File: src/rtl/key_load_ctrl_if.sv
// Load handshake between the key capture stage and the downstream register.
// Master offers load_data/load_valid; slave answers with load_ready.
interface key_load_ctrl_if #(
    parameter int DATA_W = 16
) ();
    logic [DATA_W-1:0] load_data;
    logic              load_valid;
    logic              load_ready;

    modport master (
        output load_data,
        output load_valid,
        input  load_ready
    );

    modport slave (
        input  load_data,
        input  load_valid,
        output load_ready
    );
endinterface

File: src/rtl/key_load_ctrl.sv
// Pushbutton sync/debounce and switch capture, offering each captured
// word downstream over a valid/ready handshake on the system Clock.
module key_load_ctrl #(
    parameter int DEBOUNCE_CYCLES = 500000,
    parameter int DATA_W          = 16,
    parameter bit KEY_ACTIVE_LOW  = 1'b1
) (
    input  logic              Clock,
    input  logic              Reset,
    input  logic              KEY,
    input  logic [DATA_W-1:0] SW,
    key_load_ctrl_if.master   ld,
    output logic              pressed,
    output logic [7:0]        press_count,
    output logic              overrun
);

    localparam int CW = $clog2(DEBOUNCE_CYCLES);
    localparam logic [CW-1:0] LAST = CW'(DEBOUNCE_CYCLES - 1);

    typedef enum logic [1:0] {
        IDLE,
        PRESS_WAIT,
        PRESSED,
        RELEASE_WAIT
    } state_t;

    state_t            state;
    logic [1:0]        key_q;
    logic [DATA_W-1:0] sw_q1;
    logic [DATA_W-1:0] sw_q2;
    logic [CW-1:0]     cnt;
    logic [DATA_W-1:0] data_r;
    logic              valid_r;
    logic              key_s;
    logic              settled;
    logic              press_ev;

    // Sync flops reset to the released button level so no spurious press.
    always_ff @(posedge Clock or posedge Reset) begin
        if (Reset) begin
            key_q <= {2{KEY_ACTIVE_LOW}};
            sw_q1 <= '0;
            sw_q2 <= '0;
        end else begin
            key_q <= {key_q[0], KEY};
            sw_q1 <= SW;
            sw_q2 <= sw_q1;
        end
    end

    assign key_s    = key_q[1] ^ KEY_ACTIVE_LOW;
    assign settled  = (cnt == LAST);
    assign press_ev = (state == PRESS_WAIT) && key_s && settled;

    always_ff @(posedge Clock or posedge Reset) begin
        if (Reset) begin
            state       <= IDLE;
            cnt         <= '0;
            pressed     <= 1'b0;
            data_r      <= '0;
            valid_r     <= 1'b0;
            press_count <= 8'd0;
            overrun     <= 1'b0;
        end else begin
            // Counter restarts on any agreeing sample and on acceptance.
            if ((key_s != pressed) && !settled)
                cnt <= cnt + 1'b1;
            else
                cnt <= '0;

            unique case (state)
                IDLE: begin
                    if (key_s) state <= PRESS_WAIT;
                end
                PRESS_WAIT: begin
                    if (!key_s) begin
                        state <= IDLE;
                    end else if (settled) begin
                        state   <= PRESSED;
                        pressed <= 1'b1;
                    end
                end
                PRESSED: begin
                    if (!key_s) state <= RELEASE_WAIT;
                end
                RELEASE_WAIT: begin
                    if (key_s) begin
                        state <= PRESSED;
                    end else if (settled) begin
                        state   <= IDLE;
                        pressed <= 1'b0;
                    end
                end
            endcase

            if (press_ev) begin
                press_count <= press_count + 8'd1;
                if (!valid_r || ld.load_ready) begin
                    data_r  <= sw_q2;
                    valid_r <= 1'b1;
                end else begin
                    overrun <= 1'b1;
                end
            end else if (valid_r && ld.load_ready) begin
                valid_r <= 1'b0;
            end
        end
    end

    assign ld.load_data  = data_r;
    assign ld.load_valid = valid_r;

endmodule
File: src/flat_wrapper.sv
// flat-port wrapper written by rule: the top's interface ports become plain ports
module key_load_ctrl_flat 
#(
    parameter int DEBOUNCE_CYCLES = 500000,
    parameter int DATA_W          = 16,
    parameter bit KEY_ACTIVE_LOW  = 1'b1
)
  (Clock, Reset, KEY, SW, pressed, press_count, overrun, ld_load_data, ld_load_valid, ld_load_ready);
  key_load_ctrl_if #(.DATA_W(DATA_W)) ld_i ();
  input  logic Clock;
  input  logic Reset;
  input  logic KEY;
  input  logic [DATA_W-1:0] SW;
  output logic pressed;
  output logic [7:0] press_count;
  output logic overrun;
  output wire logic [$bits(ld_i.load_data)-1:0] ld_load_data;
  output wire logic [$bits(ld_i.load_valid)-1:0] ld_load_valid;
  input wire logic [$bits(ld_i.load_ready)-1:0] ld_load_ready;
  assign ld_load_data = ld_i.load_data;
  assign ld_load_valid = ld_i.load_valid;
  assign ld_i.load_ready = ld_load_ready;
  key_load_ctrl #(.DEBOUNCE_CYCLES(DEBOUNCE_CYCLES), .DATA_W(DATA_W), .KEY_ACTIVE_LOW(KEY_ACTIVE_LOW)) u_core (.Clock(Clock), .Reset(Reset), .KEY(KEY), .SW(SW), .ld(ld_i), .pressed(pressed), .press_count(press_count), .overrun(overrun));
endmodule
File: config.mk
export PLATFORM = sky130hd
export DESIGN_NAME = key_load_ctrl_flat
export DESIGN_NICKNAME = d
export VERILOG_FILES = /design/src/rtl/key_load_ctrl_if.sv /design/src/rtl/key_load_ctrl.sv /design/src/flat_wrapper.sv
export SDC_FILE = /design/constraint.sdc
export NUM_CORES = 1
export LEC_CHECK = 0
export CAP_MARGIN = 20
export CORE_ASPECT_RATIO = 1.4
export CORE_UTILIZATION = 55
export DETAILED_ROUTE_END_ITERATION = 16
export PLACE_DENSITY = 0.81
export SETUP_SLACK_MARGIN = 0.05
export SLEW_MARGIN = 20
export SYNTH_ARGS = -nofsm -noshare
export SYNTH_HDL_FRONTEND = slang
export SYNTH_SLANG_ARGS = --single-unit
export TNS_END_PERCENT = 30
File: constraint.sdc
create_clock -name Clock -period 5 [get_ports Clock]
set_input_delay 0.5 -clock Clock [delete_from_list [all_inputs] [get_ports Clock]]
set_output_delay 0.5 -clock Clock [all_outputs]
set_load 0.02 [all_outputs]
==> flow_summary_export.csv <==
group,metric,value,unit
route,wl,5410,um
critical_path,critPathMaxFanout,16,
floorplan,ios,47,
synthesis,syn_nets,243,
critical_path,criticalPathCategory,"reg -> reg",
synthesis,yosys_most_used_dff,"dfrtp_1",
route,drcViolationCount,0,
critical_path,crit_slowest_cell,"nor3_4",
final_layout,diodes,0,
sta,finalSetupViolations,0,
outcome,outcome,"finished, final reports clean",
synthesis,yosys.area.top_type,"dfrtp_1",
synthesis,ys_top_cells_by_area,"dfrtp_1 (65%), mux2_2 (6.6%), xor2_1 (4.9%)",
sta,maxSlewViolCount,0,
sta,whs,0.352,ns
placed_design,gp_congestion,0.769,
synthesis,synth_cells,221,
floorplan,fp.dieH,90.2,um
cts,clk_pin_slew_worst_paths,0.08,ns
cts,clkSinkCount,82,
cts,cts.repair.resized,0,
global_route,grt_pass1_wl,8990,um
route,drtIter0Drc,110,
sta,rsz0062_at_grt,"no",
cts,cts_inserted_buffers,9,
power,p_per_area,308,mW/mm^2
synthesis,synth_enable_flop_cells,0,
sta,tightestPinTransition,0.793,ns
cts,htreeDepth,3,
route,vias_per_cell,5.44,
final_layout,drive_gt1_frac,0.167,
route,wl_per_cell,15.6,um
final_layout,final_cell_mix,"dfrtp_1 (80), clkdlybuf4s50_1 (46), nor2_1 (18), mux2_2 (18), xor2_1 (17)",
global_route,grt_pass1_vias,1901,
cts,cts_setup_buffers,0,
synthesis,syn_area,0.00306,sq mm
synthesis,yosys_warnings,0,
sta,fin_crit_sh,0.484,
critical_path,worstPathCellList,"ha_1, and4_1, nand3_4, nor3_4, mux2_2",
cts,clk_latency,0.35,ns
sta,layout_min_cycle_time,2.42,ns
run,maxCapViolCount,0,
critical_path,max_stage_delay,0.68,ns
sta,finalSetupTns,0,ns
route,drtAntennaViolNets,0,
min_path,hp-class,"reg -> reg",
cts,root_buffer,"clkbuf_8",
route,firstDrtPassIters,4,
sta,hold_viol_final,0,
synthesis,yosysUniqueCellTypes,33,
synthesis,synth_area_per_cell,13.8,sq um
critical_path,cp_data_arrival_time,2.66,ns
global_route,overflow,0,
critical_path,worst_setup_path_end_kind,"register",
power,power_leakage,1.70,nW
synthesis,synth_seq_cells,82,
global_route,grt_antenna_before_repair,0,
floorplan,die_w,65.0,um
sta,clock_skew,0.00604,ns
placed_design,port_buffers,46,
global_route,grt_max_degree,45,
critical_path,crit_required,5.24,ns
floorplan,coreArea,0.00528,sq mm
floorplan,start_util,0.579,
synthesis,synth-seq-area-share,0.672,
final_layout,num-nets-final,298,
floorplan,die_area,0.00586,sq mm
power,peakVddDrop,0.229,mV
synthesis,async_flop_share,1.00,
synthesis,yosys.area.top_type_share,0.655,
critical_path,cp-start-kind,"register",
final_layout,area_delta_synth_final,23.3,%
cts,cts.path.max_buffers,2,
cts,cts_tree,"done",
sta,fmax,413,MHz
cts,ctsHoldBuffers,0,
route,via_count,1888,
final_layout,layout_commonest_cell,"dfrtp_1",
sta,relSlewSlack,0.471,
global_route,grt_util_all_layers,0.213,
placed_design,dpl.hpwl,3660,um
floorplan,num_rows,31,
==> final timing paths <==
path,slack [ns],end,depth (start not counted),from
setup / recovery,2.58,u_core.ld.load_data[5]$_DFFE_PP0P_,5,u_core.cnt[0]$_DFF_PP0_
hold / removal,0.35,u_core.sw_q2[7]$_DFF_PP0_,0,u_core.sw_q1[7]$_DFF_PP0_
setup reg to reg,2.58,u_core.ld.load_data[5]$_DFFE_PP0P_,5,u_core.cnt[0]$_DFF_PP0_
hold reg to reg,0.35,u_core.sw_q2[7]$_DFF_PP0_,0,u_core.sw_q1[7]$_DFF_PP0_
max in group asynchronous,3.49,u_core.key_q[0]$_DFF_PP1_,3,Reset
min in group asynchronous,0.56,u_core.sw_q1[3]$_DFF_PP0_,2,Reset
==> flip-flops by register name, summed over array words and instances, names as in the netlist, named ones only <==
register              count
u_core.press_count        8
u_core.ld.load_valid      1
u_core.overrun            1
u_core.ld.load_data      16
u_core.cnt               19
u_core.sw_q2             16
u_core.sw_q1             16
u_core.state              1
u_core.key_q              2
u_core.pressed            1
==> power breakdown <==
| part | total [mW] | internal [mW] | leakage (nW) | switching [mW] |
|---|---|---|---|---|
| clock network | 0.439 | 0.190 | 0.0929 | 0.250 |
| registers | 0.687 | 0.679 | 1.05 | 0.00722 |
| logic | 0.0365 | 0.0166 | 0.551 | 0.0199 |
| total | 1.16 | 0.886 | 1.70 | 0.277 |
==> cell usage after synthesis, types with 4 or more instances <==
| master | count |
|---|---|
| nor4_1 | 7 |
| o21ai_0 | 4 |
| nand2_1 | 8 |
| xnor2_1 | 6 |
| nor3_1 | 5 |
| xor2_1 | 17 |
| inv_1 | 7 |
| nor2_1 | 18 |
| mux2_2 | 18 |
| nand3_1 | 14 |
| nand4_1 | 5 |
| dfrtp_1 | 80 |
==> layout make-up <==
cell class	instances	area (sq um)
flip-flops and latches	82	2050
fillers	380	1510
multi-input cells	129	955
repair buffers	47	468
clock buffers	9	124
well taps	66	82.6
clock inverters	7	58.8
inverters	7	27.5
==> per-stage QoR <==
| step | setup WS (ns) | instance area, sq um | total power, mW | instances | utilization |
|---|---|---|---|---|---|
| finish | 2.58 | 3770 | 1.16 | 347 | 0.715 |
| global route | 2.42 | 3770 | 1.21 | 347 | 0.715 |
| CTS | 2.56 | 3770 | 1.18 | 347 | 0.715 |
| detailed placement | 2.59 | 3590 | 0.737 | 331 | 0.680 |
| global placement | 2.65 | 3590 | 0.735 | 331 | 0.680 |
| floorplan | 2.39 | 3060 | 0.714 | 221 | - |
==> critical path: cells and delay by family, from the launching register on <==
kind / cells / cell delay [ns]
adder cells (fa/ha/maj): 1 / 0.23
flip-flops: 1 / 0.41
multiplexers: 1 / 0.42
AND/OR/NAND/NOR: 3 / 1.23
==> logic make-up after synthesis <==
family	count (synthesis)	share of synthesized area
muxes	18	0.0663
adders and majority gates	2	0.00819
xor gates and xnor gates	23	0.0659
AOI/OAI and AO/OA	11	0.0225
buffers and inverters	10	0.0156
and+or+nand+nor	75	0.149
DFF	82	0.672
==> per-layer routing <==
metal	wire, um	global-route usage
met1	2150	0.247
met2	2960	0.354
met3	148	0.0381
met4	152	0.133
met5	0	0
Note: power is estimated with default switching activity, not from simulation.
==> edit 1 (config.mk and constraints unchanged) <==
Add an input register stage for `KEY`, without a reset; this delays it by one clock. The other inputs are not delayed to match.
--- a/src/rtl/key_load_ctrl.sv
+++ b/src/rtl/key_load_ctrl.sv
@@ -25,6 +25,12 @@
         RELEASE_WAIT
     } state_t;
 
+    logic KEY_q;
+
+    always_ff @(posedge Clock) begin
+        KEY_q <= KEY;
+    end
+
     state_t            state;
     logic [1:0]        key_q;
     logic [DATA_W-1:0] sw_q1;
@@ -43,7 +49,7 @@
             sw_q1 <= '0;
             sw_q2 <= '0;
         end else begin
-            key_q <= {key_q[0], KEY};
+            key_q <= {key_q[0], KEY_q};
             sw_q1 <= SW;
             sw_q2 <= sw_q1;
         end
Check against the original RTL: no difference found for any inputs over 10 cycles, from zero or initial values and one cycle with Reset high; that may be too few to reach the edited logic, so the function may still have changed.
==> edit 1 against the original RTL <==
Sequential share of layout area is 0.28 points lower; synthesized cell count increased by 0.90%; worst hold slack got worse by 0.046 ns; final area grew 1.5%; critical path depth fell by 1; sequential power grew 1%; synthesized area up 0.82%; clock skew grew 0.0050 ns; sequential cell count rose by 1; total power rose by 5.4%; setup slack worse by 0.043 ns; wire length up 4.0%.
==> edit 1: results (changes against the original RTL) <==
- Result of the run: finished clean (unchanged).
- Dominant cells by area after synthesis: sky130_fd_sc_hd__dfrtp_1 (65%), sky130_fd_sc_hd__mux2_1 (3.7%), sky130_fd_sc_hd__xnor2_1 (3.4%) (was sky130_fd_sc_hd__dfrtp_1 (65%), sky130_fd_sc_hd__mux2_2 (6.6%), sky130_fd_sc_hd__xor2_1 (4.9%)).
- The last weighted congestion value of the routability-driven placer is 0.861 (was 0.769).
- Cell types with the highest counts after synthesis: sky130_fd_sc_hd__dfrtp_1 (80), sky130_fd_sc_hd__nor2_1 (22), sky130_fd_sc_hd__xnor2_1 (12), sky130_fd_sc_hd__xor2_1 (11) (was sky130_fd_sc_hd__dfrtp_1 (80), sky130_fd_sc_hd__mux2_2 (18), sky130_fd_sc_hd__nor2_1 (18), sky130_fd_sc_hd__xor2_1 (17), sky130_fd_sc_hd__nand3_1 (14)).
- The worst path arrival time was 2.70 ns (was 2.66 ns).
- The share of the cycle needed by the critical path after routing is 49.3% (was 48.4%).
- The number of nets at the end of the flow is 300 (was 298).
- The via count of the first global-routing pass is 1985 (was 1901).
- The achievable clock frequency was 0.406 GHz (was 0.413 GHz).
- The post-detailed-routing wire length is 5.63 mm (was 5.41 mm).
- The total number of yosys warnings is 0 (unchanged).
- The total vias in the final route is 1882 (was 1888).
- The HPWL after detailed placement is 3.62 mm (was 3.66 mm).
- The root cell of the clock tree is sky130_fd_sc_hd__clkbuf_8 (unchanged).
- The critical path's top delay family is simple AND/OR/NAND/NOR gates (unchanged).
- The worst clock skew is 0.0110 ns (was 0.00604 ns).
- The overall fraction of global-route tracks in use is 22.0% (was 21.3%).
- The worst IR drop on VDD was 209 uV (was 229 uV).
- The maximum single-stage delay on the critical path is 0.79 ns (was 0.68 ns).
- The post-synth net total came to 245 (was 243).
- The fraction of registers with async set or reset after synthesis came to 98.8% (was 100%).
- The reported leakage power was 1.72 nW (was 1.70 nW).
- The pin slew with the least headroom to its limit came to 0.796 ns (was 0.793 ns).
- The ratio of cells with drive above 1 in the final layout is 13.1% (was 16.7%).
- The register area share after synthesis is 67.3% (was 67.2%).
[edit 1: changes by cell type after synthesis, sizes merged, moves of 2 or more]
cell	before	now
and4bb	2	0
xnor2	6	12
o21ai	5	2
nor2	18	22
nor4b	0	2
nand4	7	9
nand3	15	9
inv	7	10
xor2	17	11
nor3	6	9
[edit 1: layout make-up]
cell class	instances	area, um2
Sequential cell	83	2070
Multi-Input combinational cell	127	948
Timing Repair Buffer	47	472
Clock inverter	6	72.6
Fill cell	372	1450
Clock buffer	10	138
Tap cell	66	82.6
Inverter	10	38.8
[edit 1: kinds of logic (layout without fill, tap and decap cells)]
group	count (synthesis)	count (layout)	synth area share, %
buffers and inverters	13	73	1.91
AOI/OAI and AO/OA	10	10	2.52
adders and majority gates	2	2	0.812
and+or+nand+nor	74	74	14.4
muxes	18	18	6.54
xor gates and xnor gates	23	23	6.54
DFF	83	83	67.3
[edit 1: layer usage]
| layer | track usage (%) | vias to the layer above | wire (um) |
|---|---|---|---|
| li1 | - | 878 | - |
| met1 | 26.6 | 943 | 2270 |
| met2 | 36.5 | 50 | 3000 |
| met3 | 6.44 | 11 | 258 |
| met4 | 8.15 | 0 | 102 |
| met5 | 0 | - | 0 |
[edit 1: final timing paths]
check	slack, ns	to	from	cells after the start
hold reg to reg	0.31	u_core.key_q[0]	u_core.KEY_q	0
min in group asynchronous	0.64	u_core.sw_q1[4]	Reset	3
hold / removal	0.31	u_core.key_q[0]	u_core.KEY_q	0
max in group asynchronous	3.87	u_core.press_count[3]	Reset	3
setup / recovery	2.54	u_core.ld.load_data[13]	u_core.cnt[7]	4
setup reg to reg	2.54	u_core.ld.load_data[13]	u_core.cnt[7]	4
[edit 1: stage by stage]
stage	util, %	area [um2]	std cells	setup slack, ns	hold WS (ns)
detailed placement	68.5	3610	333	2.53	0.296
global placement	68.5	3610	333	2.58	0.284
global route	72.5	3830	349	2.36	0.319
CTS	72.5	3820	349	2.47	0.311
finish	72.5	3830	349	2.54	0.306
floorplan	-	3080	223	2.39	0.284
[edit 1: power by group]
| group | switching, mW | internal (mW) |
|---|---|---|
| Sequential | 0.00799 | 0.688 |
| Combinational | 0.0199 | 0.0170 |
| Clock | 0.243 | 0.249 |
| Total | 0.271 | 0.954 |
[edit 1: worst register-to-register path, delay by kind of cell, from the launching register on]
family / cells / cell delay, ns
AND/OR/NAND/NOR: 3 / 1.47
flip-flops: 1 / 0.45
multiplexers: 1 / 0.43
==> edit 2 (same settings) <==
Made on the original files. `KEY_ACTIVE_LOW` is set to 1'b1 in 2 places; all go to 1'b0.
--- a/src/rtl/key_load_ctrl.sv
+++ b/src/rtl/key_load_ctrl.sv
@@ -3,7 +3,7 @@
 module key_load_ctrl #(
     parameter int DEBOUNCE_CYCLES = 500000,
     parameter int DATA_W          = 16,
-    parameter bit KEY_ACTIVE_LOW  = 1'b1
+    parameter bit KEY_ACTIVE_LOW  = 1'b0
 ) (
     input  logic              Clock,
     input  logic              Reset,
--- a/src/flat_wrapper.sv
+++ b/src/flat_wrapper.sv
@@ -3,7 +3,7 @@
 #(
     parameter int DEBOUNCE_CYCLES = 500000,
     parameter int DATA_W          = 16,
-    parameter bit KEY_ACTIVE_LOW  = 1'b1
+    parameter bit KEY_ACTIVE_LOW  = 1'b0
 )
   (Clock, Reset, KEY, SW, pressed, press_count, overrun, ld_load_data, ld_load_valid, ld_load_ready);
   key_load_ctrl_if #(.DATA_W(DATA_W)) ld_i ();
Check against the original RTL: same outputs for any inputs over 10 cycles, from zero or initial values and one cycle with Reset high; that may be too few to reach the edited logic, so the function may still have changed.
==> edit 2 against the original RTL <==
Setup slack got worse by 0.036 ns; total power rose by 2.7%; global-route usage fell by 1.4 points; first-iteration DRC count rose by 1.8%; sequential cell count did not move; final area fell by 1.2%; synthesized area fell by 1.6%; wire length fell by 8.0%; largest cell class unchanged; highest routed layer unchanged.
==> edit 2: results (changes against the original RTL) <==
- The average cell area after synthesis was 14.2 um2 (was 13.8 um2).
- The maximum single-stage delay on the critical path is 0.79 ns (was 0.68 ns).
- The routing usage on met1 was 25.5% (was 24.7%).
- The register area share after synthesis is 68.2% (was 67.2%).
- The worst clock skew is 0.0116 ns (was 0.00604 ns).
- The number of unique standard cell types used by synthesis is 29 (was 33).
- The wire length per cell after detailed routing is 14.8 um (was 15.6 um).
- The cell total after placement was 320 (was 331).
- The count of filler cells inserted in the layout is 339 (was 380).
- The cell with the largest stage delay on the worst path is sky130_fd_sc_hd__nor3_4 (unchanged).
- The met3 usage is 5.61% (was 3.81%).
- The number of DRC markers after the initial detailed-route iteration was 112 (was 110).
- The met2 routing resource usage after global routing is 30.9% (was 35.4%).
- Cell types with the highest counts after synthesis: sky130_fd_sc_hd__dfrtp_1 (82), sky130_fd_sc_hd__nor2_1 (26), sky130_fd_sc_hd__xnor2_1 (15), sky130_fd_sc_hd__xor2_1 (11), sky130_fd_sc_hd__mux2_4 (10) (was sky130_fd_sc_hd__dfrtp_1 (80), sky130_fd_sc_hd__mux2_2 (18), sky130_fd_sc_hd__nor2_1 (18), sky130_fd_sc_hd__xor2_1 (17), sky130_fd_sc_hd__nand3_1 (14)).
- The ratio of cells with drive above 1 in the final layout is 15.2% (was 16.7%).
- The pin slew with the least headroom to its limit was 0.970 ns (was 0.793 ns).
- The post-synth net total is 234 (was 243).
- The overall fraction of global-route tracks in use is 19.8% (was 21.3%).
- The peak fanout along the critical path is 16 (unchanged).
- Result of the run: finished clean (unchanged).
- The number of nets at the end of the flow was 287 (was 298).
- The HPWL after detailed placement came to 3.45 mm (was 3.66 mm).
- Dominant cells by area after synthesis: sky130_fd_sc_hd__dfrtp_1 (68%), sky130_fd_sc_hd__mux2_4 (5.0%), sky130_fd_sc_hd__xnor2_1 (4.4%) (was sky130_fd_sc_hd__dfrtp_1 (65%), sky130_fd_sc_hd__mux2_2 (6.6%), sky130_fd_sc_hd__xor2_1 (4.9%)).
- The reported leakage power is 1.70 nW (about the same).
- The largest net degree at the start of global routing was 56 (was 45).
- The worst IR drop on VDD came to 182 uV (was 229 uV).
- The last weighted congestion value of the routability-driven placer is 0.829 (was 0.769).
- The global-route wire length before repair is 8.16 mm (was 8.99 mm).
- The via count normalized by instance count is 5.12 (was 5.44).
- The worst path arrival time is 2.69 ns (was 2.66 ns).
- The total vias in the final route is 1721 (was 1888).
## edit 2: cell types whose count changed after synthesis, moves of 4 or more
cell / before / now
sky130_fd_sc_hd__and3_1: 0 / 6
sky130_fd_sc_hd__xor2_1: 17 / 11
sky130_fd_sc_hd__nand4_1: 5 / 9
sky130_fd_sc_hd__nor2_1: 18 / 26
sky130_fd_sc_hd__o21ai_0: 4 / 0
sky130_fd_sc_hd__nor4_1: 7 / 1
sky130_fd_sc_hd__nand3_1: 14 / 6
sky130_fd_sc_hd__xnor2_1: 6 / 15
sky130_fd_sc_hd__mux2_4: 0 / 10
sky130_fd_sc_hd__mux2_2: 18 / 8
## edit 2: path summary, 6_finish.rpt
check / start / to / slack, ns / cells past startpoint
max reg2reg: u_core.cnt[0] / u_core.ld.load_data[12] / 2.54 / 6
min: u_core.key_q[0] / u_core.key_q[1] / 0.34 / 0
min in group asynchronous: Reset / u_core.ld.load_data[7] / 0.47 / 2
min reg2reg: u_core.key_q[0] / u_core.key_q[1] / 0.34 / 0
max: u_core.cnt[0] / u_core.ld.load_data[12] / 2.54 / 6
max in group asynchronous: Reset / u_core.sw_q1[6] / 3.50 / 3
## edit 2: cells by family after synthesis
kind of cell | Yosys count | share of synthesized area (%)
AOI/OAI and AO/OA | 3 | 0.749
xor gates and xnor gates | 26 | 7.57
adders and majority gates | 2 | 0.832
buffers and inverters | 9 | 1.71
DFF | 82 | 68.2
muxes | 18 | 7.99
and+or+nand+nor | 72 | 12.9
## edit 2: final cells by class
| type | instances | share of cell area [%] |
|---|---|---|
| Tap cell | 66 | 2.22 |
| Sequential cell | 82 | 55.1 |
| Inverter | 4 | 0.437 |
| Clock inverter | 5 | 1.65 |
| Multi-Input combinational cell | 121 | 24.3 |
| Timing Repair Buffer | 47 | 12.6 |
| Clock buffer | 11 | 3.79 |
## edit 2: where the power goes
group	switching, mW	internal [mW]
clock	0.227	0.246
sequential	0.00627	0.679
combinational	0.0195	0.0163
## edit 2: through the flow
step                      instance area [um2]  hold WS, ns  worst slack, ns
after CTS                                3730        0.343             2.49
after global placement                   3520        0.332             2.61
after floorplan                          3010        0.331             2.39
after global routing                     3730        0.358             2.39
after detailed placement                 3520        0.335             2.49
final                                    3730        0.342             2.54
## edit 2: routing by layer
metal  share of wire, %  wire length (um)  vias to the layer above
li1                   -                 -                      821
met1                 45              2260                      842
met2                 49              2420                       46
met3                3.8               187                       12
met4                2.1               104                        0
met5                  0                 0                        -
